--- src/rtl/gbt_tx_phalgnr_pkg.sv ---
// Shared definitions for the TX frame-clock phase-aligner DPS controller.
//   - dps_state_t : controller state encoding
//   - DPS_UP / DPS_DOWN : values driven on the PLL updn pin
//   - DEFAULT_STEPS_PER_PERIOD : DPS steps per 40 MHz outclk period
//     (18 VCO periods x 8 steps)
//   - cnt_width() : bit width needed for a counter that runs 0..max_val-1
package gbt_tx_phalgnr_pkg;

    typedef enum logic [2:0] {
        ST_IDLE      = 3'd0,
        ST_SETUP     = 3'd1,
        ST_PULSE     = 3'd2,
        ST_WAIT_LOW  = 3'd3,
        ST_WAIT_HIGH = 3'd4,
        ST_GAP       = 3'd5,
        ST_DONE      = 3'd6
    } dps_state_t;

    localparam logic DPS_UP   = 1'b1;
    localparam logic DPS_DOWN = 1'b0;

    localparam int DEFAULT_STEPS_PER_PERIOD = 144;

    function automatic int cnt_width(input int max_val);
        return (max_val > 1) ? $clog2(max_val) : 1;
    endfunction

endpackage

--- src/rtl/gbt_tx_phalgnr_phase_pos_ctr.sv ---
// Modulo-STEPS_PER_PERIOD up/down counter tracking the current outclk phase
// offset in DPS steps.
// Ports:
//   scanclk : clock
//   rst     : synchronous active-high reset (pos -> 0)
//   inc     : advance one step, STEPS_PER_PERIOD-1 wraps to 0
//   dec     : retreat one step, 0 wraps to STEPS_PER_PERIOD-1
//   clr     : force pos to 0; wins over inc/dec
//   pos     : registered position, 0..STEPS_PER_PERIOD-1
module gbt_tx_phalgnr_phase_pos_ctr
    import gbt_tx_phalgnr_pkg::*;
#(
    parameter int STEPS_PER_PERIOD = DEFAULT_STEPS_PER_PERIOD,
    parameter int POS_W            = 8
) (
    input  logic             scanclk,
    input  logic             rst,
    input  logic             inc,
    input  logic             dec,
    input  logic             clr,
    output logic [POS_W-1:0] pos
);

    localparam logic [POS_W-1:0] POS_MAX = POS_W'(STEPS_PER_PERIOD - 1);

    logic [POS_W-1:0] pos_reg;
    logic [POS_W-1:0] pos_next;

    always_comb begin
        pos_next = pos_reg;
        if (clr) begin
            pos_next = '0;
        end else if (inc) begin
            pos_next = (pos_reg == POS_MAX) ? '0 : pos_reg + 1'b1;
        end else if (dec) begin
            pos_next = (pos_reg == '0) ? POS_MAX : pos_reg - 1'b1;
        end
    end

    always_ff @(posedge scanclk) begin
        if (rst) begin
            pos_reg <= '0;
        end else begin
            pos_reg <= pos_next;
        end
    end

    assign pos = pos_reg;

endmodule

--- src/rtl/gbt_tx_frameclk_phalgnr_dps_ctrl.sv ---
// Dynamic-phase-shift initiator for the TX frame-clock phase-aligner PLL.
// Takes a request for N steps in one direction on one PLL counter and walks
// the PLL phase_en/updn/cntsel handshake one step at a time, waiting for the
// phase_done low/high response of each step. Keeps a modulo phase position.
// Ports:
//   scanclk    : sole clock (PLL scanclk); phase_done is synchronous to it
//   rst        : synchronous active-high reset
//   req_valid  : request strobe, accepted when req_ready is high
//   req_ready  : high only while idle
//   req_steps  : number of steps (0 completes immediately)
//   req_dir    : 1 = up, 0 = down
//   req_cntsel : PLL counter select
//   locked     : PLL lock; loss aborts a run and zeroes phase_pos
//   phase_done : PLL step handshake, low while a step is in progress
//   phase_en   : PLL step enable, high PHASE_EN_CYCLES cycles per step
//   updn       : PLL direction
//   cntsel     : PLL counter select
//   busy       : high whenever not idle
//   done       : one-cycle pulse on normal completion
//   error      : sticky; set on timeout, lock loss or unlocked request,
//                cleared by the next accepted locked request
//   phase_pos  : accumulated step position, 0..STEPS_PER_PERIOD-1
module gbt_tx_frameclk_phalgnr_dps_ctrl
    import gbt_tx_phalgnr_pkg::*;
#(
    parameter int STEPS_PER_PERIOD = DEFAULT_STEPS_PER_PERIOD,
    parameter int STEP_W           = 8,
    parameter int POS_W            = 8,
    parameter int PHASE_EN_CYCLES  = 2,
    parameter int TIMEOUT_CYCLES   = 1023
) (
    input  logic              scanclk,
    input  logic              rst,
    input  logic              req_valid,
    output logic              req_ready,
    input  logic [STEP_W-1:0] req_steps,
    input  logic              req_dir,
    input  logic [4:0]        req_cntsel,
    input  logic              locked,
    input  logic              phase_done,
    output logic              phase_en,
    output logic              updn,
    output logic [4:0]        cntsel,
    output logic              busy,
    output logic              done,
    output logic              error,
    output logic [POS_W-1:0]  phase_pos
);

    localparam int PEN_W = cnt_width(PHASE_EN_CYCLES);
    localparam int TMO_W = cnt_width(TIMEOUT_CYCLES);
    localparam logic [PEN_W-1:0] PEN_LAST = PEN_W'(PHASE_EN_CYCLES - 1);
    localparam logic [TMO_W-1:0] TMO_LAST = TMO_W'(TIMEOUT_CYCLES - 1);

    dps_state_t        state_reg, state_next;
    logic [STEP_W-1:0] remaining_reg, remaining_next;
    logic              dir_reg, dir_next;
    logic [4:0]        cntsel_lat_reg, cntsel_lat_next;
    logic [PEN_W-1:0]  pulse_cnt_reg, pulse_cnt_next;
    logic [TMO_W-1:0]  tmo_cnt_reg, tmo_cnt_next;
    logic              error_reg, error_next;

    logic              phase_en_reg;
    logic              updn_reg;
    logic [4:0]        cntsel_reg;
    logic              busy_reg;
    logic              done_reg;
    logic              req_ready_reg;

    logic              step_done;
    logic              pos_inc;
    logic              pos_dec;
    logic              pos_clr;

    // Next-state and bookkeeping.
    always_comb begin
        state_next      = state_reg;
        remaining_next  = remaining_reg;
        dir_next        = dir_reg;
        cntsel_lat_next = cntsel_lat_reg;
        pulse_cnt_next  = pulse_cnt_reg;
        tmo_cnt_next    = tmo_cnt_reg + 1'b1;
        error_next      = error_reg;
        step_done       = 1'b0;

        case (state_reg)
            ST_IDLE: begin
                tmo_cnt_next = '0;
                if (req_valid) begin
                    dir_next        = req_dir;
                    cntsel_lat_next = req_cntsel;
                    remaining_next  = req_steps;
                    if (!locked) begin
                        // Accepted but refused: flag it and stay idle.
                        error_next = 1'b1;
                    end else begin
                        error_next = 1'b0;
                        state_next = (req_steps == '0) ? ST_DONE : ST_SETUP;
                    end
                end
            end
            ST_SETUP: begin
                pulse_cnt_next = '0;
                state_next     = ST_PULSE;
            end
            ST_PULSE: begin
                pulse_cnt_next = pulse_cnt_reg + 1'b1;
                if (pulse_cnt_reg == PEN_LAST) begin
                    tmo_cnt_next = '0;
                    state_next   = ST_WAIT_LOW;
                end
            end
            ST_WAIT_LOW: begin
                if (!phase_done) begin
                    tmo_cnt_next = '0;
                    state_next   = ST_WAIT_HIGH;
                end else if (tmo_cnt_reg == TMO_LAST) begin
                    error_next = 1'b1;
                    state_next = ST_IDLE;
                end
            end
            ST_WAIT_HIGH: begin
                if (phase_done) begin
                    step_done      = 1'b1;
                    remaining_next = remaining_reg - 1'b1;
                    state_next     = (remaining_reg == STEP_W'(1)) ? ST_DONE : ST_GAP;
                end else if (tmo_cnt_reg == TMO_LAST) begin
                    // Unfinished step: position is not advanced.
                    error_next = 1'b1;
                    state_next = ST_IDLE;
                end
            end
            ST_GAP: begin
                state_next = ST_SETUP;
            end
            ST_DONE: begin
                state_next = ST_IDLE;
            end
            default: begin
                state_next = ST_IDLE;
            end
        endcase

        // Lock loss overrides everything: the PLL relocks at zero phase.
        if (!locked && (state_reg != ST_IDLE)) begin
            state_next = ST_IDLE;
            error_next = 1'b1;
            step_done  = 1'b0;
        end
    end

    assign pos_inc = step_done && (dir_reg == DPS_UP);
    assign pos_dec = step_done && (dir_reg == DPS_DOWN);
    assign pos_clr = !locked;

    always_ff @(posedge scanclk) begin
        if (rst) begin
            state_reg      <= ST_IDLE;
            remaining_reg  <= '0;
            dir_reg        <= 1'b0;
            cntsel_lat_reg <= '0;
            pulse_cnt_reg  <= '0;
            tmo_cnt_reg    <= '0;
            error_reg      <= 1'b0;
            phase_en_reg   <= 1'b0;
            updn_reg       <= 1'b0;
            cntsel_reg     <= '0;
            busy_reg       <= 1'b0;
            done_reg       <= 1'b0;
            req_ready_reg  <= 1'b1;
        end else begin
            state_reg      <= state_next;
            remaining_reg  <= remaining_next;
            dir_reg        <= dir_next;
            cntsel_lat_reg <= cntsel_lat_next;
            pulse_cnt_reg  <= pulse_cnt_next;
            tmo_cnt_reg    <= tmo_cnt_next;
            error_reg      <= error_next;
            // Outputs are registered from the next state so they line up
            // with the state they describe.
            phase_en_reg   <= (state_next == ST_PULSE);
            busy_reg       <= (state_next != ST_IDLE);
            req_ready_reg  <= (state_next == ST_IDLE);
            // done is the registered image of the DONE cycle, so it appears
            // as the controller returns to idle.
            done_reg       <= (state_reg == ST_DONE) && locked;
            // updn/cntsel are loaded on entry to SETUP and then held.
            if (state_next == ST_SETUP) begin
                updn_reg   <= dir_next;
                cntsel_reg <= cntsel_lat_next;
            end
        end
    end

    gbt_tx_phalgnr_phase_pos_ctr #(
        .STEPS_PER_PERIOD (STEPS_PER_PERIOD),
        .POS_W            (POS_W)
    ) u_phase_pos_ctr (
        .scanclk (scanclk),
        .rst     (rst),
        .inc     (pos_inc),
        .dec     (pos_dec),
        .clr     (pos_clr),
        .pos     (phase_pos)
    );

    assign req_ready = req_ready_reg;
    assign phase_en  = phase_en_reg;
    assign updn      = updn_reg;
    assign cntsel    = cntsel_reg;
    assign busy      = busy_reg;
    assign done      = done_reg;
    assign error     = error_reg;

endmodule

--- config.mk ---
export PLATFORM = sky130hd
export DESIGN_NAME = gbt_tx_frameclk_phalgnr_dps_ctrl
export DESIGN_NICKNAME = d
export VERILOG_FILES = /design/src/rtl/gbt_tx_phalgnr_pkg.sv /design/src/rtl/gbt_tx_phalgnr_phase_pos_ctr.sv /design/src/rtl/gbt_tx_frameclk_phalgnr_dps_ctrl.sv
export SDC_FILE = /design/constraint.sdc
export NUM_CORES = 1
export LEC_CHECK = 0
export CAP_MARGIN = 10
export CORE_ASPECT_RATIO = 0.7
export CORE_MARGIN = 2
export CORE_UTILIZATION = 50
export DETAILED_ROUTE_END_ITERATION = 8
export PLACE_DENSITY = 0.81
export REMOVE_ABC_BUFFERS = 1
export SLEW_MARGIN = 20
export SYNTH_ARGS = -nofsm -noshare
export SYNTH_HDL_FRONTEND = slang
export SYNTH_SLANG_ARGS = --single-unit
--- constraint.sdc ---
create_clock -name scanclk -period 2.9 [get_ports scanclk]
set_input_delay 0.29 -clock scanclk [delete_from_list [all_inputs] [get_ports scanclk]]
set_output_delay 0.29 -clock scanclk [all_outputs]
set_load 0.02 [all_outputs]
==> metrics.txt <==
routed vias=2419; Synth Area in XOR/XNOR=4.56%; Logic pwr share=15.4%; synth unique cells=47; status=finished clean; CTS buffer count=5; initial core utilization=52.2%; total power=1.31 mW; Req. time, crit path=3.10 ns; EDFF count, synth=0; clock share of power=31.2%; Slew HR=45.5%; Fin Clk Skew=0.00619 ns; Core ar.=0.00478 mm^2; H-tree depth=2; adder-cell share of the synthesized area=3.51%; DP Worst Slack=0.525 ns; Post-CTS Setup Bufs=0; most area-consuming cells after synthesis=dfxtp_1 (38%), a21oi_1 (6.0%), nand2_1 (5.3%); area of placed instances=0.00293 mm^2; syn avg cell area=7.95 um^2; total gr overflow=0; Compound-Gate Fraction of Synth Area=19.8%; width of the die=88.4 um; first-pass GRT wire length=9.88 mm; Post-synth ARST share=0%; Yosys top cell area share=37.7%; worst skew pair latency=0.30 ns; Hold Violations, Final=0; pwr/cell area=434 mW/mm^2; Fin Setup TNS=0 ns; initial antenna violation count=0; largest net degree at the start of global routing=19; Root Driver=clkbuf_8; Syn. warnings=0; Reg2Reg Capture Point=updn; # resized after CTS=0; vias in the first global route=2127; Routed WL per cell=13.9 um; Detail Placement HPWL=4.30 mm; Via density=5.75; FF-to-FF setup slack=0.66 ns; main combinational cell family by area after synthesis=simple AND/OR/NAND/NOR gates; Crit. End Element=register; Placer Congestion=0.935; Largest register FFs=10; Critical Path Start Type=register; CTS tree=yes; sequential share of the synthesized area=37.7%; sw frac=28.5%; Worst R2R Start=state_reg[1]; sequential power share=53.4%; Die H=63.1 um; number of clock sinks=47; Final setup viols=0; PnR worst setup slack=0.656 ns; CP endpoint=updn; initial drt markers=449; Sw Pwr=0.374 mW; share of cells above drive strength 1=7.67%; Tcrit/Tclk final=77.4%; Max Slew Vio Count=0; drt pass-1 iters=9; Hold Crit Start=cntsel_lat_reg[4]; Post-Syn Area=0.00249 mm^2; worst slew pin tran=0.812 ns; worst vdd ir=231 uV; mux share of post-synthesis cell area=2.71%; Crit. Startpoint=state_reg[1]; all-layer global routing usage=22.5%; clock transition at the registers of the reported paths=0.09 ns; Antenna Cells=0; FF-to-FF path depth=7; hold buffers post-CTS=0; MaxCap Viol Count=0; Die Area=0.00558 mm^2; Crit Path Max Fanout=14; P_int=0.939 mW; Post-DRT Antenna Nets=0; final hold slack=0.458 ns; fin area=0.00302 mm^2; CP Class=register to register; IO Count=38; final wirelength=5.85 mm; Syn Inst Count=314; min cycle time layout=2.24 ns; leakage=1.09 nW; Clock Path Buffers=2; post-synthesis simple-gate area fraction=28.0%; Hold Crit Class=register to register; Worst Path Arrival=2.45 ns; port bufs=37; row count=21; #FFs+latches synth=47; RSZ-0062 raised after global routing=false; Final #Nets=377; Max Fclk=0.446 GHz; drt drc=0; Synth Flop Type=dfxtp_1; area leader, netlist=dfxtp_1; P&R area growth vs syn=21.1%
[cell usage after synthesis, drive strengths merged, types with 7 or more instances]
library cell / count
a21oi: 30
clkbuf: 7
dfxtp: 47
ha: 7
inv: 9
nand2: 35
nand3: 16
nor2: 32
nor2b: 8
nor3: 17
o21ai: 25
xor2: 8
[cell type report]
class | count | area, um^2
clock buffers | 5 | 68.8
clock inverters | 3 | 22.5
fillers | 418 | 1760
inverters | 9 | 33.8
multi-input cells | 246 | 1460
flip-flops and latches | 47 | 941
well taps | 69 | 86.3
repair buffers | 42 | 408
[layer usage]
| metal | GRT usage (%) | vias to the layer above | share of wire (%) |
|---|---|---|---|
| met5 | 0 | - | 0 |
| met4 | 7.77 | 0 | 1.5 |
| met3 | 5.37 | 13 | 9.0 |
| met2 | 30.7 | 118 | 41 |
| met1 | 34.2 | 1095 | 49 |
| li1 | - | 1193 | - |
[critical path, cell delays in order, from the launching register on]
cell      delay [ns]
dfxtp_1         0.62
nor4b_4         0.10
buf_4           0.19
nand4_1         0.11
o21ai_0         0.13
o21bai_2        0.24
nor3_4          0.35
mux2_2          0.38
[logic make-up after synthesis]
logic type | count (synthesis)
simple gates | 138
flops | 47
compound gates | 82
fa+ha+maj | 7
mux | 6
buf+inv | 21
xor+xnor | 13
[power groups by stage]
stage          clock [mW]  sequential (mW)  combinational, mW
2_1_floorplan           0            0.720              0.105
3_3_place_gp            0            0.715              0.196
3_5_place_dp            0            0.715              0.199
4_1_cts             0.422            0.701              0.200
5_1_grt             0.454            0.706              0.221
6_report            0.410            0.701              0.202
[cells in the final DEF, fill, tap and decap left out, drive strengths merged, types with 5 or more instances in the layout]
cell type and count:
dfxtp 47, clkdlybuf4s50 37, nand2 35, nor2 32, a21oi 30, o21ai 25, nor3 17, nand3 16
inv 10, nor2b 8, xor2 8, ha 7, nand4 6, mux2 6, a211oi 6, xnor2 5
clkbuf 5, buf 5, and3 5
[stage by stage]
stage / util, % / instances
floorplan: - / 302
global placement: 61.3 / 413
detailed placement: 61.3 / 413
CTS: 63.2 / 421
global route: 63.2 / 421
finish: 63.2 / 421
[how the worst min path moves through the flow]
stage	to	slack [ns]	cells after the start
3_5_place_dp	cntsel_lat_reg[4]	0.45	2
4_1_cts	cntsel_lat_reg[4]	0.46	2
6_report	cntsel_lat_reg[4]	0.46	2
5_1_grt	cntsel_lat_reg[2]	0.48	2
3_3_place_gp	cntsel_lat_reg[4]	0.45	2
2_1_floorplan	pulse_cnt_reg	0.36	1
Note: power is estimated with default switching activity, not from simulation.
